File: config.mk
export PLATFORM = sky130hd
export DESIGN_NAME = video_mode_ctrl_flat
export DESIGN_NICKNAME = d
export VERILOG_FILES = /design/src/rtl/video_mode_ctrl_if.sv /design/src/rtl/video_mode_ctrl.sv /design/src/flat_wrapper.sv
export SDC_FILE = /design/constraint.sdc
export NUM_CORES = 1
export LEC_CHECK = 0
export CAP_MARGIN = 5
export CORE_UTILIZATION = 40
export CTS_BUF_LIST = sky130_fd_sc_hd__clkbuf_2 sky130_fd_sc_hd__clkbuf_4 sky130_fd_sc_hd__clkbuf_8
export CTS_CLUSTER_SIZE = 16
export DETAILED_ROUTE_END_ITERATION = 6
export PLACE_DENSITY = 0.59
export SKIP_CTS_REPAIR_TIMING = 1
export SYNTH_ARGS = -nofsm -noshare
export SYNTH_HDL_FRONTEND = slang
export SYNTH_SLANG_ARGS = --single-unit
File: constraint.sdc
create_clock -name clk -period 5.2 [get_ports clk]
set_input_delay 0.52 -clock clk [delete_from_list [all_inputs] [get_ports clk]]
set_output_delay 0.52 -clock clk [all_outputs]
set_load 0.01 [all_outputs]
File: src/rtl/video_mode_ctrl_if.sv
// Video-core side of the mode controller: mode handshake, frame timing, blanking and core reset.
interface video_mode_ctrl_if #(
    parameter int unsigned MODE_W = 2
) ();
    logic [MODE_W-1:0] mode;
    logic              mode_req;
    logic              mode_ack;
    logic              frame_start;
    logic              blank;
    logic              video_reset;
    logic              busy;

    modport master (
        output mode, mode_req, blank, video_reset, busy,
        input  mode_ack, frame_start
    );

    modport slave (
        input  mode, mode_req, blank, video_reset, busy,
        output mode_ack, frame_start
    );
endinterface

File: src/rtl/video_mode_ctrl.sv
// Video mode sequencer: PLL-lock reset hold, key debounce, glitch-free frame-aligned mode change.
// Optional CPU mode select ports enabled by `define VIDEO_MODE_DIRECT_SEL_EN.
module video_mode_ctrl #(
    parameter int unsigned DEBOUNCE_CYCLES = 500000,
    parameter int unsigned NUM_MODES       = 4,
    parameter int unsigned MODE_W          = 2,
    parameter int unsigned BLANK_FRAMES    = 2,
    parameter int unsigned LOCK_CYCLES     = 32
) (
    input  logic              clk,
    input  logic              reset,
    input  logic              pll_locked,
    input  logic              key_mode,
    video_mode_ctrl_if.master vif
`ifdef VIDEO_MODE_DIRECT_SEL_EN
    ,
    input  logic [MODE_W-1:0] mode_sel,
    input  logic              mode_sel_valid
`endif
);
    localparam int unsigned DBW = (DEBOUNCE_CYCLES > 1) ? $clog2(DEBOUNCE_CYCLES) : 1;
    localparam int unsigned LKW = (LOCK_CYCLES > 1) ? $clog2(LOCK_CYCLES) : 1;
    localparam int unsigned FCW = $clog2(BLANK_FRAMES + 1);

    localparam logic [DBW-1:0]    DB_LAST      = DBW'(DEBOUNCE_CYCLES - 1);
    localparam logic [LKW-1:0]    LOCK_LAST    = LKW'(LOCK_CYCLES - 1);
    localparam logic [FCW-1:0]    FRAME_TARGET = FCW'(BLANK_FRAMES);
    localparam logic [MODE_W-1:0] MODE_LAST    = MODE_W'(NUM_MODES - 1);

    typedef enum logic [2:0] {
        HOLD, IDLE, WAIT_VS1, BLANK, REQ, WAIT_VS2
    } state_t;

    state_t            state_q;
    logic              pll_s1_q, pll_s2_q;
    logic              key_s1_q, key_s2_q, key_db_q;
    logic [DBW-1:0]    db_cnt_q;
    logic [LKW-1:0]    lock_cnt_q;
    logic [FCW-1:0]    frame_cnt_q;
    logic [MODE_W-1:0] next_q, mode_q;
    logic              mode_req_q, blank_q, video_reset_q, busy_q;

    logic              press_d;
    logic              start_d;
    logic [MODE_W-1:0] next_d;
    logic [FCW-1:0]    frame_inc_d;

    always_comb begin
        press_d     = (key_s2_q != key_db_q) && (db_cnt_q == DB_LAST) && key_db_q;
        start_d     = press_d;
        next_d      = (mode_q == MODE_LAST) ? '0 : mode_q + MODE_W'(1);
        frame_inc_d = frame_cnt_q + FCW'(1);
`ifdef VIDEO_MODE_DIRECT_SEL_EN
        // A valid CPU selection overrides a simultaneous key press.
        if (mode_sel_valid && ({1'b0, mode_sel} < (MODE_W+1)'(NUM_MODES)) && (mode_sel != mode_q)) begin
            start_d = 1'b1;
            next_d  = mode_sel;
        end
`endif
    end

    always_ff @(posedge clk) begin
        if (reset) begin
            state_q       <= HOLD;
            pll_s1_q      <= 1'b0;
            pll_s2_q      <= 1'b0;
            key_s1_q      <= 1'b1;
            key_s2_q      <= 1'b1;
            key_db_q      <= 1'b1;
            db_cnt_q      <= '0;
            lock_cnt_q    <= '0;
            frame_cnt_q   <= '0;
            next_q        <= '0;
            mode_q        <= '0;
            mode_req_q    <= 1'b0;
            blank_q       <= 1'b1;
            video_reset_q <= 1'b1;
            busy_q        <= 1'b1;
        end else begin
            pll_s1_q <= pll_locked;
            pll_s2_q <= pll_s1_q;
            key_s1_q <= key_mode;
            key_s2_q <= key_s1_q;

            if (key_s2_q != key_db_q) begin
                if (db_cnt_q == DB_LAST) begin
                    key_db_q <= key_s2_q;
                    db_cnt_q <= '0;
                end else begin
                    db_cnt_q <= db_cnt_q + DBW'(1);
                end
            end else begin
                db_cnt_q <= '0;
            end

            // Lock loss overrides every state, including a same-cycle press.
            if (!pll_s2_q) begin
                state_q       <= HOLD;
                lock_cnt_q    <= '0;
                mode_req_q    <= 1'b0;
                blank_q       <= 1'b1;
                video_reset_q <= 1'b1;
                busy_q        <= 1'b1;
            end else begin
                case (state_q)
                    HOLD: begin
                        if (lock_cnt_q == LOCK_LAST) begin
                            state_q       <= IDLE;
                            lock_cnt_q    <= '0;
                            video_reset_q <= 1'b0;
                            blank_q       <= 1'b0;
                            busy_q        <= 1'b0;
                        end else begin
                            lock_cnt_q <= lock_cnt_q + LKW'(1);
                        end
                    end
                    IDLE: begin
                        if (start_d) begin
                            next_q  <= next_d;
                            busy_q  <= 1'b1;
                            state_q <= WAIT_VS1;
                        end
                    end
                    WAIT_VS1: begin
                        if (vif.frame_start) begin
                            blank_q     <= 1'b1;
                            frame_cnt_q <= '0;
                            state_q     <= BLANK;
                        end
                    end
                    BLANK: begin
                        if (vif.frame_start) begin
                            frame_cnt_q <= frame_inc_d;
                            if (frame_inc_d == FRAME_TARGET) begin
                                mode_q     <= next_q;
                                mode_req_q <= 1'b1;
                                state_q    <= REQ;
                            end
                        end
                    end
                    REQ: begin
                        if (vif.mode_ack) begin
                            mode_req_q <= 1'b0;
                            state_q    <= WAIT_VS2;
                        end
                    end
                    WAIT_VS2: begin
                        if (vif.frame_start) begin
                            blank_q <= 1'b0;
                            busy_q  <= 1'b0;
                            state_q <= IDLE;
                        end
                    end
                    default: state_q <= HOLD;
                endcase
            end
        end
    end

    assign vif.mode        = mode_q;
    assign vif.mode_req    = mode_req_q;
    assign vif.blank       = blank_q;
    assign vif.video_reset = video_reset_q;
    assign vif.busy        = busy_q;
endmodule

File: src/flat_wrapper.sv
// flat-port wrapper written by rule: the top's interface ports become plain ports
module video_mode_ctrl_flat 
#(
    parameter int unsigned DEBOUNCE_CYCLES = 500000,
    parameter int unsigned NUM_MODES       = 4,
    parameter int unsigned MODE_W          = 2,
    parameter int unsigned BLANK_FRAMES    = 2,
    parameter int unsigned LOCK_CYCLES     = 32
)
  (clk, reset, pll_locked, key_mode, vif_mode, vif_mode_req, vif_blank, vif_video_reset, vif_busy, vif_mode_ack, vif_frame_start);
  video_mode_ctrl_if #(.MODE_W(MODE_W)) vif_i ();
  input  logic clk;
  input  logic reset;
  input  logic pll_locked;
  input  logic key_mode;
  output wire logic [$bits(vif_i.mode)-1:0] vif_mode;
  output wire logic [$bits(vif_i.mode_req)-1:0] vif_mode_req;
  output wire logic [$bits(vif_i.blank)-1:0] vif_blank;
  output wire logic [$bits(vif_i.video_reset)-1:0] vif_video_reset;
  output wire logic [$bits(vif_i.busy)-1:0] vif_busy;
  input wire logic [$bits(vif_i.mode_ack)-1:0] vif_mode_ack;
  input wire logic [$bits(vif_i.frame_start)-1:0] vif_frame_start;
  assign vif_mode = vif_i.mode;
  assign vif_mode_req = vif_i.mode_req;
  assign vif_blank = vif_i.blank;
  assign vif_video_reset = vif_i.video_reset;
  assign vif_busy = vif_i.busy;
  assign vif_i.mode_ack = vif_mode_ack;
  assign vif_i.frame_start = vif_frame_start;
  video_mode_ctrl #(.DEBOUNCE_CYCLES(DEBOUNCE_CYCLES), .NUM_MODES(NUM_MODES), .MODE_W(MODE_W), .BLANK_FRAMES(BLANK_FRAMES), .LOCK_CYCLES(LOCK_CYCLES)) u_core (.clk(clk), .reset(reset), .pll_locked(pll_locked), .key_mode(key_mode), .vif(vif_i));
endmodule
==> metrics, run 1 <==
max_slew headroom 57.9%; post-synth net total 239; I/O pin count 12; Final Util 46.6%; post-layout minimum cycle time 1.98 ns; Starting DRT DRC Count 43; Clk Latency, worst-skew pair 0.29 ns; status finished clean; diode count 0; clk root buf clkbuf_8; Reg2Reg Setup Slack 3.22 ns; GP Congestion 0.766; routed vias/inst 5.19; Crit. Startpoint u_core.lock_cnt_q[0]; WL/cell 12.1 µm; Setup crit start kind register; CP Data Required Time 5.38 ns; Switching Fraction 21.2%; initial antenna violation count 0; core area 4720 µm²; Reg clk slew, reported paths 0.08 ns; ANT nets after route 0; Tot Pwr 0.560 mW; FP Rows 25; Max VDD drop 0.000153 V; total negative slack 0 ns; Post-Synthesis Cells 228; top_reg_cell synth dfxtp_1; Fin. Hold Viols 0; net switching power 0.119 mW; CP Capture Type register; initial core utilization 41.5%; die area 5190 µm²; CP arrival 2.16 ns; die width 72.0 µm; reg2reg path depth 7; routed via count 1578; sequential area share after synthesis 42.9%; sequential share of power 58.0%; drt first pass iters 4; CTS buffer count 5; layout cells sized above 1 7.59%; Port Buf Inserts 11; hpwl dp 2.59 mm; Fill cells 469; CTS tree yes; unrepaired setup endpoints after global routing false; die height 72.0 µm; Cells after DPL 296; Setup crit end u_core.vif.blank; P_int 0.441 mW; DRC 0; vias in the first global route 1457; Slew Viols, Final 0; fin cells 304; reg-to-reg endpoint u_core.vif.blank; Clock Skews 0.00640 ns; f_max 506 MHz; power per cell area 254 nW/µm²; fin nets 247; total gr overflow 0; RR Startpoint u_core.lock_cnt_q[0]; # clock sinks 42; htree depth 2; first-pass GRT wire length 6.67 mm; Leakage 0.741 nW; P&R area growth vs syn 12.3%; Crit Path Max Fanout 8; logic gate share of total power 1.9%; Max clock buf depth 2; setup violators final 0; final WL 3.69 mm; Synth Area per Inst 8.60 µm²; largest net degree at the start of global routing 17; CP Class reg2reg; Yosys reg bits 42; synthesized area 1960 µm²; Ys Warns 0; Post-synth EDFFs 0; Clk network pwr share 40.1%; Synth cell types 42; final period utilization 38.0%; Tot GR Track Use 16.3%; measured slew at the worst slew-check pin 0.631 ns; Hold Path Class reg2reg; Post-synth ARST share 0%; Max Cap Violations 0
## layout make-up
class                      count  area, µm²  share of cell area [%]
clock buffer                   7       90.1                    4.09
clock inverter                 1       5.00                   0.227
inverter                       9       33.8                    1.53
multi-input combinational    167       1040                    47.2
sequential                    42        841                    38.2
tap                           67       83.8                    3.81
timing repair buffer          11        110                    5.00
## worst min path at each step
stage	start	to	slack, ns	cells past startpoint
final	u_core.key_s1_q	u_core.key_s2_q	0.42	1
after global routing	u_core.key_s1_q	u_core.key_s2_q	0.43	1
after CTS	u_core.key_s1_q	u_core.key_s2_q	0.42	1
after detailed placement	u_core.key_s1_q	u_core.key_s2_q	0.40	1
after global placement	u_core.key_s1_q	u_core.key_s2_q	0.39	1
after floorplan	u_core.key_s1_q	u_core.key_s2_q	0.39	1
## power by group through the flow
stage,sequential [mW],clock (mW),combinational (mW)
final,0.325,0.225,0.0105
after global routing,0.325,0.243,0.0117
after CTS,0.325,0.234,0.0107
after detailed placement,0.332,0,0.0106
after global placement,0.332,0,0.0106
after floorplan,0.332,0,0.00544
## synthesized netlist by cell type, types with 2 or more instances
cell type	instances	area (µm²)
a31o_2	2	17.5
inv_1	9	33.8
clkbuf_1	7	26.3
o311ai_0	2	17.5
and3_1	2	12.5
o21ai_0	12	60.1
nand3b_1	2	15.0
or4_1	3	22.5
nor4_1	4	25.0
or2_2	2	12.5
buf_2	2	10.0
xor2_1	6	52.6
xnor2_1	9	78.8
nand2_1	20	75.1
nand3_1	11	55.1
a31oi_1	3	18.8
nand4_1	8	50.1
dfxtp_1	42	841
nor4b_1	2	17.5
nor3_1	7	35.0
ha_1	5	62.6
or3_1	2	12.5
nor2_1	29	109
a21oi_1	18	90.1
nor2b_1	2	12.5
## worst max-delay path, cell delays in order, from the launching register on
cell and delay (ns):
dfxtp_1 0.39, ha_1 0.19, and3_1 0.17, ha_1 0.29
or3b_2 0.49, a21oi_1 0.15, a211o_1 0.12, nand3_1 0.07
## state kept, by name, indices dropped and copies added (netlist names), 2 cells and up
register	count
u_core.vif.mode	2
u_core.next_q	2
u_core.db_cnt_q	19
u_core.frame_cnt_q	2
u_core.state_q	3
u_core.lock_cnt_q	5
## cell usage in the layout, fill, tap and decap left out, types with 6 or more instances in the layout
cell	netlist	layout
a21oi_1	18	18
clkbuf_8	0	6
clkdlybuf4s50_1	0	11
dfxtp_1	42	42
inv_1	9	9
nand2_1	20	20
nand3_1	11	11
nand4_1	8	8
nor2_1	29	29
nor3_1	7	7
o21ai_0	12	12
xnor2_1	9	9
xor2_1	6	6
## metrics by stage
stage               hold slack, ns  cell area [µm²]  setup WS, ns
finish                       0.418             2200          3.22
global route                 0.428             2200          3.00
floorplan                    0.389             1960          3.39
CTS                          0.419             2200          3.19
detailed placement           0.399             2110          3.08
global placement             0.395             2110          3.16
## layer usage
metal,track usage [%],vias up,part of all wire (%)
met3,3.75,5,2.5
met2,24.3,16,43
met4,7.63,0,1.5
met5,0,-,0
li1,-,827,-
met1,22.3,730,53
## kinds of logic after synthesis
kind of cell	share of synthesized area (%)
flops	42.9
fa+ha+maj	3.19
compound gates	12.6
simple gates	30.4
xor+xnor	6.70
buf+inv	4.15
(Power assumes the default switching activity.)
==> inputs of run 2 (changes only) <==
--- a/config.mk
+++ b/config.mk
@@ -10,7 +10,7 @@
 export CTS_BUF_LIST = sky130_fd_sc_hd__clkbuf_2 sky130_fd_sc_hd__clkbuf_4 sky130_fd_sc_hd__clkbuf_8
 export CTS_CLUSTER_SIZE = 16
 export DETAILED_ROUTE_END_ITERATION = 6
-export PLACE_DENSITY = 0.59
+export PLACE_DENSITY = 0.62
 export SKIP_CTS_REPAIR_TIMING = 1
 export SYNTH_ARGS = -nofsm -noshare
 export SYNTH_HDL_FRONTEND = slang
==> constraint.sdc (replaced) <==
create_clock -name clk -period 1.8 [get_ports clk]
set_input_delay 0.18 -clock clk [delete_from_list [all_inputs] [get_ports clk]]
set_output_delay 0.18 -clock clk [all_outputs]
set_load 0.01 [all_outputs]
==> run 2 against run 1 <==
- critical path depth decreased by 1
- via count increased by 4.6%
- largest power group unchanged
- worst hold slack about the same
- power grew to 3.3 times the previous value
- die area unchanged
- count of clock-buffer cells in the layout decreased by 2
- sequential power grew to 2.9 times the previous value
- register-to-register slack lost 3.1 ns
- critical path type unchanged
- maximum frequency is 15% higher
- flip-flop and latch count unchanged
- combinational power grew to 3.5 times the previous value
- first-iteration DRC count rose by 4.7%
==> metrics, run 2 (synthesized netlist as in run 1, its figures left out) <==
status finished clean; initial antenna violation count 0; Reg2Reg Setup Slack 0.08 ns; die area 5190 µm²; CP Class reg2reg; final period utilization 95.4%; routed via count 1651; Biggest register u_core.db_cnt_q; vias in the first global route 1468; Reg clk slew, reported paths 0.09 ns; P&R area growth vs syn 21.7%; drt first pass iters 4; Port Buf Inserts 11; post-layout minimum cycle time 1.72 ns; Tot GR Track Use 16.5%; htree depth 2; Crit Path Max Fanout 7; die width 72.0 µm; total gr overflow 0; measured slew at the worst slew-check pin 0.381 ns; Cell Area, Placed 2220 µm²; routed vias/inst 5.18; ANT nets after route 0; commonest non-fill, non-tap cell in the layout dfxtp_1; power per cell area 784 nW/µm²; DRC 0; Tot Pwr 1.87 mW; Slew Viols, Final 0; f_max 582 MHz; final WL 3.74 mm; max_slew headroom 74.4%; Hold Path Class reg2reg; FP Rows 25; Fin. Hold Viols 0; fin nets 262; total negative slack 0 ns; I/O pin count 12; Largest regs u_core.db_cnt_q: 19 flops, u_core.lock_cnt_q: 5 flops, u_core.state_q: 3 flops; hpwl dp 2.78 mm; Clk Latency, worst-skew pair 0.30 ns; max reg flops 19; CP Data Required Time 2.04 ns; Final Util 50.5%; initial core utilization 41.5%; layout cells sized above 1 16.3%; die height 72.0 µm; clk root buf clkbuf_8; Max Cap Violations 0; WL/cell 11.7 µm; Clock Skews 0.0116 ns; diode count 0; unrepaired setup endpoints after global routing false; CP Capture Type register; most frequent cells in the layout dfxtp_1 (40), nor2_1 (29), nand2_1 (20), a21oi_1 (16), buf_4 (15); Starting DRT DRC Count 45; CTS tree yes; CP arrival 1.95 ns; core area 4720 µm²; Leakage 0.831 nW; Setup crit start kind register; Design Area, Final 2390 µm²; # clock sinks 42; CTS buffer count 5; setup violators final 0; GP Congestion 0.802; largest net degree at the start of global routing 15; Max clock buf depth 2; Max VDD drop 0.000530 V; first-pass GRT wire length 6.64 mm
-- run 2: cell types whose count changed in the layout (fill, tap and decap cells not counted), moves of 2 or more --
cell and delta:
a21oi_1 -2, bufinv_16 +2, ha_2 +2, dfxtp_2 +2
dfxtp_1 -2, ha_1 -2, a21oi_2 +2, buf_4 +15
-- run 2: final timing paths --
path                         from                    to  cells after the start
max          u_core.lock_cnt_q[1]  u_core.lock_cnt_q[3]                      6
min               u_core.key_s1_q       u_core.key_s2_q                      1
max reg2reg  u_core.lock_cnt_q[1]  u_core.lock_cnt_q[3]                      6
min reg2reg       u_core.key_s1_q       u_core.key_s2_q                      1
-- run 2: report_power, final --
group          switching (mW)  leakage (nW)  internal, mW
clock network           0.341        0.0683         0.556
logic                  0.0175         0.422        0.0197
registers             0.00337         0.340         0.934
total                   0.362         0.831          1.51
-- run 2: critical path, stage by stage, from the launching register on --
cell	delay (ns)
dfxtp_2	0.33
ha_2	0.17
and3_1	0.18
ha_2	0.19
buf_4	0.15
or4_1	0.49
a21oi_1	0.14
-- run 2: metal layers --
layer | global-route usage [%] | up-vias | share of wire [%]
met5 | 0 | - | 0
met1 | 22.3 | 765 | 52
met4 | 7.84 | 0 | 2.1
met3 | 4.17 | 6 | 3.0
li1 | - | 856 | -
met2 | 24.7 | 24 | 43
-- run 2: final cells by class --
class	instances	area (µm²)
Clock buffer	5	68.8
Clock inverter	3	68.8
Fill cell	453	2340
Inverter	9	33.8
Multi-Input combinational cell	167	1060
Sequential cell	42	843
Tap cell	67	83.8
Timing Repair Buffer	26	223
-- run 2: through the flow --
stage	hold slack [ns]	instances	setup WS, ns
finish	0.418	319	0.0831
global placement	0.393	311	0.0734
CTS	0.420	319	0.0345
floorplan	0.284	228	0.0133
global route	0.418	319	0.0119
detailed placement	0.400	311	0.0548
==> RTL edit 1, RTL diff (settings of run 1) <==
`LOCK_CYCLES` is set to 32 in 2 places; all go to 16.
--- a/src/rtl/video_mode_ctrl.sv
+++ b/src/rtl/video_mode_ctrl.sv
@@ -5,7 +5,7 @@
     parameter int unsigned NUM_MODES       = 4,
     parameter int unsigned MODE_W          = 2,
     parameter int unsigned BLANK_FRAMES    = 2,
-    parameter int unsigned LOCK_CYCLES     = 32
+    parameter int unsigned LOCK_CYCLES     = 16
 ) (
     input  logic              clk,
     input  logic              reset,
--- a/src/flat_wrapper.sv
+++ b/src/flat_wrapper.sv
@@ -5,7 +5,7 @@
     parameter int unsigned NUM_MODES       = 4,
     parameter int unsigned MODE_W          = 2,
     parameter int unsigned BLANK_FRAMES    = 2,
-    parameter int unsigned LOCK_CYCLES     = 32
+    parameter int unsigned LOCK_CYCLES     = 16
 )
   (clk, reset, pll_locked, key_mode, vif_mode, vif_mode_req, vif_blank, vif_video_reset, vif_busy, vif_mode_ack, vif_frame_start);
   video_mode_ctrl_if #(.MODE_W(MODE_W)) vif_i ();
Behaviour: no difference found for any inputs over 10 cycles, from zero or initial values and one cycle with reset high; that may be too few to reach the edited logic, so the function may still have changed.
==> RTL edit 1 against run 1 <==
  * Setup slack got worse by 140 ps
  * Wire length decreased by 3.6%
  * Total power increased by 2.0%
  * Final cell count decreased by 5.9%
  * Synthesized area decreased by 3.1%
  * Synthesized cell count decreased by 0.88%
  * The flow now finishes with violations (DRC)
  * Clock power increased by 8%
  * Sequential cell count decreased by 1
  * Cell area decreased by 2.9%
  * Core utilization increased by 1.5 points
  * Via count decreased by 3.5%
  * Worst hold slack got worse by 6.0 ps
  * Non-clock buffer count unchanged
==> RTL edit 1: results (changes against run 1) <==
| Metric | Value |
|---|---|
| DR WL met3 | 119 um (+31%) |
| Most frequent cells after synthesis | dfxtp_1, nor2_1, nand2_1 |
| Final Wtd Congestion | 0.753 (-1.6%) |
| DRT Pass-1 Iters | 6 (+2) |
| Post-synthesis sequential area ratio | 0.432 (+0.00330) |
| Clock Skew | 8.23 ps (+1.83 ps) |
| Total GRT Usage | 0.159 (-0.00365) |
| WL met2 | 1560 um (-0.64%) |
| Met1 GRT Util | 0.214 (-0.00864) |
| Layout cells sized above 1 | 0.0470 (-0.0289) |
| WL met1 | 1820 um (-7.3%) |
| Power Internal | 0.000461 W (+4.5%) |
| Routed WL per cell | 12.4 um (+2.5%) |
| Via/cell ratio | 5.32 (+2.5%) |
| Iter 0 DRT Violations | 65 (+51%) |
| CP Data Arrival Time | 2270 ps (+110 ps) |
| Worst vdd ir | 238 uV (+55%) |
| Number of library cell types mapped by synthesis | 39 (-7.1%) |
| CP peak stage delay | 660 ps (+170 ps) |
| First-pass GRT wire length | 6400 um (-4.1%) |
| Reg power frac | 0.555 (-0.025) |
| Failing checks | DRC |
| # fillers | 472 (+0.64%) |
| Vias in the first global route | 1407 (-3.4%) |
| Largest net degree at the start of global routing | 20 (+3) |
| Layout Nets | 244 (-1.2%) |
| Met2 Track Usage GR | 0.245 (+0.00147) |
| DRC | 2 (+2) |
| Biggest regs | u_core.db_cnt_q x19, u_core.lock_cnt_q x4, u_core.state_q x3 |
| Status | finished, violations left |
| Synth Net Count | 236 (-1.3%) |
[RTL edit 1: cell types whose count changed in the layout (fill, tap and decap cells not counted), moves of 3 or more]
cell,before,now
o31ai_1,0,4
a31oi_1,3,0
nor2b_1,2,7
nand2b_1,0,5
o21ai_0,12,8
inv_1,9,5
[RTL edit 1: layout make-up]
cell class              instances  area (um2)  area share
clock inverters                 2        35.0      0.0164
clock buffers                   5        68.8      0.0322
flip-flops and latches         41         821       0.384
repair buffers                 11         110      0.0515
multi-input cells             170        1020       0.477
well taps                      52        65.1      0.0304
inverters                       5        18.8     0.00878
[RTL edit 1: per-stage QoR]
stage          setup slack (ps)  total power (W)  instances  area, um2
2_1_floorplan              3320         0.000330        226       1900
3_3_place_gp               2970         0.000336        279       2030
3_5_place_dp               2960         0.000336        279       2030
4_1_cts                    3060         0.000580        286       2140
5_1_grt                    2900         0.000594        286       2140
6_report                   3080         0.000571        286       2140
[RTL edit 1: kinds of logic (layout without fill, tap and decap cells)]
logic type                 count (synthesis)  after routing  share of synthesized area
xor gates and xnor gates                  14             14                     0.0646
adders and majority gates                  4              4                     0.0264
buffers and inverters                     15             23                     0.0310
and+or+nand+nor                          114            114                      0.319
DFF                                       41             41                      0.432
muxes                                      2              2                     0.0105
AOI/OAI and AO/OA                         36             36                      0.117
[RTL edit 1: final timing paths]
| kind | start | endpoint | slack (ps) | depth (start not counted) |
|---|---|---|---|---|
| hold / removal | u_core.key_s1_q | u_core.key_s2_q | 410 | 1 |
| hold reg to reg | u_core.key_s1_q | u_core.key_s2_q | 410 | 1 |
| setup reg to reg | u_core.db_cnt_q[0] | u_core.db_cnt_q[3] | 3080 | 5 |
| setup / recovery | u_core.db_cnt_q[0] | u_core.db_cnt_q[3] | 3080 | 5 |
==> RTL edit 2, RTL diff (config.mk and constraints of run 1) <==
Made on the original files. Re-encode `state_t` (6 states) as one-hot, 6 bits wide.
--- a/src/rtl/video_mode_ctrl.sv
+++ b/src/rtl/video_mode_ctrl.sv
@@ -27,8 +27,8 @@
     localparam logic [FCW-1:0]    FRAME_TARGET = FCW'(BLANK_FRAMES);
     localparam logic [MODE_W-1:0] MODE_LAST    = MODE_W'(NUM_MODES - 1);
 
-    typedef enum logic [2:0] {
-        HOLD, IDLE, WAIT_VS1, BLANK, REQ, WAIT_VS2
+    typedef enum logic [5:0] {
+        HOLD = 6'b000001, IDLE = 6'b000010, WAIT_VS1 = 6'b000100, BLANK = 6'b001000, REQ = 6'b010000, WAIT_VS2 = 6'b100000
     } state_t;
 
     state_t            state_q;
Formal check against the unedited RTL: same outputs for any inputs over 10 cycles, from zero or initial values and one cycle with reset high; not proved beyond that.
==> RTL edit 2 against run 1 <==
  * First-iteration DRC count grew to 3.3 times the old value
  * Synthesized cell count is 18% higher
  * Total power is 14% higher
  * Count of clock-buffer cells in the layout is 1 lower
  * Synthesized area is 15% higher
  * Die area is 15% higher
  * Largest cell class unchanged
  * Critical path depth stayed put
  * Sequential share of layout area is 2.5 points lower
  * Wire length is 24% higher
  * Setup slack worse by 330 ps
  * Largest power group unchanged
  * Combinational power is 10% higher
  * Sequential cell count is 3 higher
  * Cell area is 15% higher
==> RTL edit 2: results (changes against run 1) <==
| Metric | Value |
|---|---|
| Status | finished, final reports clean |
| Vias in the first global route | 1722 (+18%) |
| WL met2 | 1870 um (+19%) |
| # clk buffers | 6 (-1) |
| Synth Area in Compound Gates | 0.130 (+0.00413) |
| DRT Wirelength | 4570 um (+24%) |
| Most frequent cells after synthesis | dfxtp_1, nor2_1, a21oi_1 |
| Via count | 1903 (+21%) |
| Dpl cells | 339 (+15%) |
| Met3 Usage GRT | 0.0369 (-0.000595) |
| Met2 Track Usage GR | 0.237 (-0.00658) |
| Largest cells by area after synthesis | dfxtp_1, nor2_1, xnor2_1, a21oi_1, nand3_1 |
| Non-clock buffers, area share | 0.0436 (-0.00644) |
| Post-Syn Area per Cell | 8.38 um2 (-2.6%) |
| CP peak stage delay | 650 ps (+160 ps) |
| Post-synthesis mux area share | 0.0133 (+0.0133) |
| Via/cell ratio | 5.48 (+5.7%) |
| Clock-cell share | 0.0475 (+0.00434) |
| Static Leak | 0.750 nW (+1.2%) |
| P_sw | 0.000131 W (+10%) |
| Fraction of area in multi-input gates | 0.504 (+0.0329) |
| Layout Nets | 287 (+16%) |
| Synth Area in Adders | 0.0278 (-0.00415) |
| First-pass GRT wire length | 7920 um (+19%) |
| Comb_multi_in | 204 (+22%) |
| Met1 GRT Util | 0.238 (+0.0151) |
| DR WL met3 | 131 um (+44%) |
| DP Area | 2410 um2 (+14%) |
| Post-detail-place hpwl | 3240 um (+25%) |
| Largest net degree at the start of global routing | 20 (+3) |
| Clock Skew | 3.07 ps (-3.32 ps) |
| Slowest CP cell | or4b_2 |
| Fin util | 0.480 (+0.0134) |
| Register area | 901 um2 (+7.1%) |
| Die ar. | 5940 um2 (+15%) |
| WL met1 | 2490 um (+27%) |
| Iter 0 DRT Violations | 140 (+230%) |
| Synth Net Count | 280 (+17%) |
==> RTL edit 2: cell count changes in the layout (fill, tap and decap cells not counted), moves of 5 or more <==
| cell | before | now |
|---|---|---|
| or4_1 | 3 | 8 |
| or4b_2 | 0 | 5 |
| nand2b_1 | 0 | 6 |
| or3_1 | 2 | 8 |
| nor2b_1 | 2 | 7 |
==> RTL edit 2: power by group through the flow <==
stage | clock (W) | sequential, W | combinational [W]
detailed placement | 0 | 0.000355 | 0.0000118
global route | 0.000300 | 0.000348 | 0.0000130
CTS | 0.000287 | 0.000347 | 0.0000118
floorplan | 0 | 0.000355 | 0.00000576
finish | 0.000280 | 0.000347 | 0.0000116
global placement | 0 | 0.000355 | 0.0000116
==> RTL edit 2: worst paths after layout <==
kind / from / endpoint / slack [ps]
min: u_core.key_s1_q / u_core.key_s2_q / 420
max reg2reg: u_core.lock_cnt_q[0] / u_core.state_q[2] / 2900
max: u_core.lock_cnt_q[0] / u_core.state_q[2] / 2900
min reg2reg: u_core.key_s1_q / u_core.key_s2_q / 420
